## src/rtl/cosine_arbiter.sv

```systemverilog
// Two-port round-robin front end for a shared combinational cosine core.
// Holds each operand for SETTLE_CYCLES edges before sampling the core output.
module cosine_arbiter #(
  parameter int SETTLE_CYCLES = 2
) (
  input  logic        clk,
  input  logic        reset,
  input  logic        req0_valid,
  input  logic [31:0] req0_angle,
  output logic        req0_ready,
  input  logic        req1_valid,
  input  logic [31:0] req1_angle,
  output logic        req1_ready,
  output logic        rsp0_valid,
  output logic [31:0] rsp0_result,
  output logic        rsp0_err,
  input  logic        rsp0_ready,
  output logic        rsp1_valid,
  output logic [31:0] rsp1_result,
  output logic        rsp1_err,
  input  logic        rsp1_ready,
  output logic [31:0] cos_angle,
  input  logic [31:0] cos_result,
  output logic        busy
);

  localparam int               CNT_W    = $clog2(SETTLE_CYCLES + 1);
  localparam logic [CNT_W-1:0] CNT_LAST = CNT_W'(SETTLE_CYCLES - 1);
  localparam logic [CNT_W-1:0] CNT_ONE  = CNT_W'(1);
  localparam logic [31:0]      QNAN     = 32'h7FC0_0000;

  typedef enum logic [1:0] {IDLE, SETTLE, RESP} state_t;

  state_t           state;
  logic             last_grant;
  logic             owner;
  logic [CNT_W-1:0] cnt;
  logic [31:0]      result;
  logic             err;

  logic        any_req;
  logic        grant;
  logic        rsp_taken;
  logic [31:0] grant_angle;
  logic        out_of_range;

  always_comb begin
    any_req = req0_valid | req1_valid;
    // On a tie the requester that did not win last time goes first.
    if (req0_valid && req1_valid) grant = ~last_grant;
    else                          grant = req1_valid;
    grant_angle  = grant ? req1_angle : req0_angle;
    // -0 is legal; exponent above 134 means >= 256, Inf or NaN.
    out_of_range = (grant_angle[31] && (|grant_angle[30:0])) ||
                   (grant_angle[30:23] > 8'd134);
    rsp_taken    = owner ? rsp1_ready : rsp0_ready;
  end

  assign req0_ready  = (state == IDLE) && any_req && !grant;
  assign req1_ready  = (state == IDLE) && any_req &&  grant;
  assign busy        = (state != IDLE);
  assign rsp0_result = result;
  assign rsp1_result = result;
  assign rsp0_err    = err;
  assign rsp1_err    = err;

  always_ff @(posedge clk) begin
    if (reset) begin
      state      <= IDLE;
      last_grant <= 1'b1;
      owner      <= 1'b0;
      cnt        <= '0;
      cos_angle  <= '0;
      result     <= '0;
      err        <= 1'b0;
      rsp0_valid <= 1'b0;
      rsp1_valid <= 1'b0;
    end else begin
      case (state)
        IDLE: begin
          if (any_req) begin
            owner      <= grant;
            last_grant <= grant;
            if (out_of_range) begin
              // Core operand is left untouched for illegal angles.
              result     <= QNAN;
              err        <= 1'b1;
              rsp0_valid <= ~grant;
              rsp1_valid <= grant;
              state      <= RESP;
            end else begin
              cos_angle <= grant_angle;
              cnt       <= '0;
              state     <= SETTLE;
            end
          end
        end
        SETTLE: begin
          cnt <= cnt + CNT_ONE;
          if (cnt == CNT_LAST) begin
            result     <= cos_result;
            err        <= 1'b0;
            rsp0_valid <= ~owner;
            rsp1_valid <= owner;
            state      <= RESP;
          end
        end
        RESP: begin
          if (rsp_taken) begin
            rsp0_valid <= 1'b0;
            rsp1_valid <= 1'b0;
            state      <= IDLE;
          end
        end
        default: state <= IDLE;
      endcase
    end
  end

endmodule

```

## config.mk

```make
export PLATFORM = sky130hd
export DESIGN_NAME = cosine_arbiter
export DESIGN_NICKNAME = d
export VERILOG_FILES = /design/src/rtl/cosine_arbiter.sv
export SDC_FILE = /design/constraint.sdc
export NUM_CORES = 1
export LEC_CHECK = 0
export ABC_CLOCK_PERIOD_IN_PS = 3200
export CORE_ASPECT_RATIO = 1.5
export CORE_UTILIZATION = 38
export CTS_CLUSTER_SIZE = 20
export DETAILED_ROUTE_END_ITERATION = 12
export HOLD_SLACK_MARGIN = 0.15
export PLACE_DENSITY = 0.81
export RECOVER_POWER = 50
export SYNTH_ARGS = -nofsm -noshare
export SYNTH_HDL_FRONTEND = slang
export SYNTH_SLANG_ARGS = --single-unit
```

## constraint.sdc

```tcl
create_clock -name clk -period 3.2 [get_ports clk]
set_input_delay 0.64 -clock clk [delete_from_list [all_inputs] [get_ports clk]]
set_output_delay 0.64 -clock clk [all_outputs]
set_load 0.005 [all_outputs]
```

==> results.rst <==
.. list-table::
   :header-rows: 1

   * - Metric
     - Value
   * - Layout net count
     - ~630
   * - Pin count of the biggest net entering global routing
     - 43
   * - Classification of the worst-slack hold path
     - flop to flop
   * - Highest attainable clock frequency
     - roughly 340 MHz
   * - Post-layout minimum cycle time
     - slightly below 3 ns
   * - Most instantiated cells after synthesis
     - 73 x sky130_fd_sc_hd__dfxtp_1, 43 x sky130_fd_sc_hd__nor2_1, 39 x sky130_fd_sc_hd__buf_4, 32 x sky130_fd_sc_hd__mux2i_1, 31 x sky130_fd_sc_hd__a211oi_1
   * - Reported leakage power
     - ~2.4 nW
   * - Setup repair after global routing missed its margin
     - false
   * - Library cell used as clock root buffer
     - sky130_fd_sc_hd__clkbuf_16
   * - Power Internal
     - approximately 2.2 mW
   * - DP Cell Count
     - 620
   * - # rows
     - 42
   * - Area fraction of the dominant cell type after synthesis
     - a little over two fifths
   * - Tightest Pin Transition
     - ~0.85 ns
   * - Buffer depth of the longest clock path
     - 2
   * - Total of cells resized after clock tree synthesis
     - 0
   * - Number of setup buffers added after CTS
     - 0
   * - Comb power frac
     - between 20% and 30%
   * - Routability Congestion
     - about 0.9
   * - Area of combinational cells with multiple inputs
     - 1550 sq um
   * - Fraction of layout cells with a size suffix above 1
     - ~8%
   * - Post-synthesis instance area
     - between 3000 and 4000 sq um
   * - Clock Pin Slew Worst Setup and Hold Paths
     - 0.05 ns
   * - Post-synthesis compound-gate area fraction
     - 22.0%
   * - TritonCTS clock tree
     - done
   * - DRT Wirelength
     - approximately 11 mm
   * - Final Non-Filler Cells
     - 636
   * - Die width
     - between 70 and 80 microns
   * - Remaining number of nets flagged by the antenna check after routing
     - 0
   * - Count of clock tree sinks
     - 73
   * - Fillcell total
     - between 600 and 700
   * - Final setup skew
     - roughly 0.0044 ns
   * - Chip height
     - between 100 and 150 microns
   * - Global routing usage summed across all routing layers
     - a little under a quarter
   * - Nets in the synthesized netlist
     - between 400 and 500
   * - CTS Hold Bufs
     - 0
   * - Worst-case headroom to the max-slew limit
     - between 40% and 50%
   * - Count of routing violations after the opening detailed-route iteration
     - ~170
   * - Sequential group share of total power
     - between 30% and 40%
   * - PortBufs
     - about 200
   * - Outcome
     - finished clean
   * - Endpoint class of the critical path
     - output port
   * - Total net switching power
     - approximately 0.82 mW
   * - Async S/R FF share, synth
     - 0%
   * - Starting density of the core
     - approximately two fifths
   * - Top_reg_cell synth
     - sky130_fd_sc_hd__dfxtp_1
   * - Clock latency reported for the late side of the worst-skew pair
     - approximately 0.33 ns
   * - Sequential area share after synthesis
     - 42.8%
   * - Cell types occupying the most area after synthesis
     - sky130_fd_sc_hd__dfxtp_1 43%, sky130_fd_sc_hd__mux2i_1 9.4%, sky130_fd_sc_hd__buf_4 8.6%, sky130_fd_sc_hd__a211oi_1 6.8%, sky130_fd_sc_hd__a22o_1 5.9%
   * - Area share of xor/xnor cells in the synthesized design
     - 0%
   * - Vias in the first global route
     - between 3000 and 4000
   * - Number of unique standard cell types used by synthesis
     - a little over 40
   * - Full die area
     - ~9400 sq um
   * - Routed wire length per instance
     - 16.7 microns
   * - Count of unresolved DRC violations after routing
     - 0
   * - Arithmetic-cell share of the synthesized area counting full adders, half adders and majority gates
     - approximately 1.8%
   * - Basic-gate share of the synthesized area counting and, or, nand and nor cells
     - ~12%
   * - Synthesis warning total
     - 0
   * - VDD IR-drop max
     - 0.325 mV
   * - Setup-failing EPs final
     - 0
   * - HPWL after DPL
     - approximately 8.4 mm
   * - Max-cap violations
     - 0
   * - Clock buffer count from CTS
     - 9
   * - Cell taking the most area after synthesis
     - sky130_fd_sc_hd__dfxtp_1
   * - Register Area
     - 1460 sq um
   * - Final global-route overflow total
     - 0
   * - Post-synthesis sequential element count
     - 73
   * - Signal arrival time at the worst endpoint
     - roughly 2.3 ns
   * - Total power density per cell area
     - 530 nW/um^2
   * - EDFF count, synth
     - 0
   * - Share of the clock period used by the worst path after layout
     - between 90% and 100%
   * - Number of endpoints with negative hold slack in the final report
     - 0
   * - Dominant combinational cell family by area after synthesis
     - compound AO/OA/AOI/OAI gates
   * - Antenna Cells
     - 0
   * - Portion of netlist area occupied by mux cells
     - 10.0%
   * - Crit Path Class
     - input pin to output port
   * - Max Fanout on Critical Path
     - 7
   * - Biggest cell delay along the critical path
     - between 0.6 and 0.7 ns
   * - Fraction of power spent switching nets
     - between 20% and 30%
   * - CP Cell Sequence
     - dlygate4sd3_1, a21bo_1, nor2_1, clkdlybuf4s50_1
   * - Crit start category
     - input pin
   * - Setup Total Neg Slack
     - 0 ns
   * - Num ports
     - roughly 210
   * - Data required time at the worst endpoint
     - ~2.6 ns
   * - Area of the core region
     - 8780 sq um
   * - Post-synthesis area per instance
     - around 10 sq um
   * - Number of antenna violations at the first check in global routing
     - 0
   * - Total via count in the routed design
     - about 3400
   * - Max-slew violations
     - 0
   * - Cell with the most instances after synthesis
     - sky130_fd_sc_hd__dfxtp_1
   * - Via density
     - 5.35
   * - Detailed-router iteration count before antenna repair
     - 4
   * - First-pass GRT wire length
     - around 16 mm
   * - Part of the total power dissipated in the clock network
     - about a third
   * - Number of instances in the synthesized netlist
     - 351
   * - Area growth from synthesis to layout
     - 66.5%
   * - Cell with the biggest individual delay on the critical path
     - sky130_fd_sc_hd__dlygate4sd3_1
   * - H-tree depth reported by CTS
     - 3
power by group through the flow:
stage / Clock [mW] / Combinational [mW] / Sequential [mW]
finish: 1.02 / 0.889 / 1.10
CTS: 1.04 / 0.940 / 1.11
detailed placement: 0 / 0.935 / 1.13
global route: 1.09 / 0.959 / 1.12
global placement: 0 / 0.911 / 1.12
floorplan: 0 / 0.444 / 1.12
placed cells by master, fill, tap and decap left out, types with 2 or more instances in the layout:
| master | instances |
|---|---|
| sky130_fd_sc_hd__clkdlybuf4s50_1 | 116 |
| sky130_fd_sc_hd__inv_1 | 9 |
| sky130_fd_sc_hd__a21oi_1 | 6 |
| sky130_fd_sc_hd__dlygate4sd3_1 | 87 |
| sky130_fd_sc_hd__a222oi_1 | 2 |
| sky130_fd_sc_hd__buf_4 | 7 |
| sky130_fd_sc_hd__dfxtp_1 | 73 |
| sky130_fd_sc_hd__nor2_1 | 43 |
| sky130_fd_sc_hd__nand4_1 | 6 |
| sky130_fd_sc_hd__a22o_1 | 23 |
| sky130_fd_sc_hd__o221a_2 | 9 |
| sky130_fd_sc_hd__clkbuf_8 | 3 |
| sky130_fd_sc_hd__nor4_1 | 10 |
| sky130_fd_sc_hd__mux2i_1 | 32 |
| sky130_fd_sc_hd__buf_12 | 5 |
| sky130_fd_sc_hd__ha_1 | 5 |
| sky130_fd_sc_hd__nand3_1 | 4 |
| sky130_fd_sc_hd__nor2b_1 | 2 |
| sky130_fd_sc_hd__clkbuf_16 | 9 |
| sky130_fd_sc_hd__o21ai_0 | 3 |
| sky130_fd_sc_hd__clkbuf_1 | 2 |
| sky130_fd_sc_hd__a31oi_1 | 2 |
| sky130_fd_sc_hd__nand2_1 | 7 |
| sky130_fd_sc_hd__a211oi_1 | 31 |
| sky130_fd_sc_hd__nor3_1 | 6 |
| sky130_fd_sc_hd__a311oi_1 | 3 |
worst paths after layout:
kind	from	to	slack [ns]	depth (start not counted)
worst max-delay path	req0_valid	req1_ready	0.22	4
worst min-delay path	cos_angle[13]	cos_angle[13]	0.49	2
worst max register to register	last_grant	cos_angle[28]	0.85	8
worst min register to register	cos_angle[13]	cos_angle[13]	0.49	2
stage by stage:
stage	hold slack (ns)	util, %	power (mW)	cell area, sq um	worst slack, ns
after floorplan	0.459	-	1.56	3410	0.726
after global placement	0.470	61.2	2.03	5370	0.0184
after detailed placement	0.495	61.2	2.06	5370	0.00427
after CTS	0.502	64.7	3.09	5680	0.333
after global routing	0.516	64.7	3.17	5680	0.140
final	0.494	64.7	3.01	5680	0.221
sequential cells by signal, indices dropped and copies added (netlist names), 2 cells and up:
signal       count
cnt              2
cos_angle       32
state            2
rsp0_result     32
metal layers:
layer	wire (microns)	vias to the layer above	global-route usage, %
met1	3900	1562	23.2
met2	5530	200	41.8
met4	274	0	9.77
li1	-	1620	-
met3	941	21	7.13
met5	0	-	0
area by class of cell:
type / instances / share of cell area, %
inverter: 9 / 0.595
clock inverter: 2 / 0.617
clock buffer: 14 / 4.82
sequential: 73 / 25.7
tap: 110 / 2.42
timing repair buffer: 216 / 38.5
multi-input combinational: 212 / 27.3
kinds of logic (layout without fill, tap and decap cells):
kind of cell / Yosys count / in the layout
and+or+nand+nor: 83 / 83
AOI/OAI and AO/OA: 90 / 90
buffers and inverters: 66 / 241
muxes: 34 / 34
adders and majority gates: 5 / 5
DFF: 73 / 73
critical path, delay by kind of cell:
kind	cells	cell delay, ns
buffers and inverters	2	1.22
AOI/OAI and AO/OA	1	0.32
and+or+nand+nor	1	0.16
Note: power is estimated with default switching activity, not from simulation.
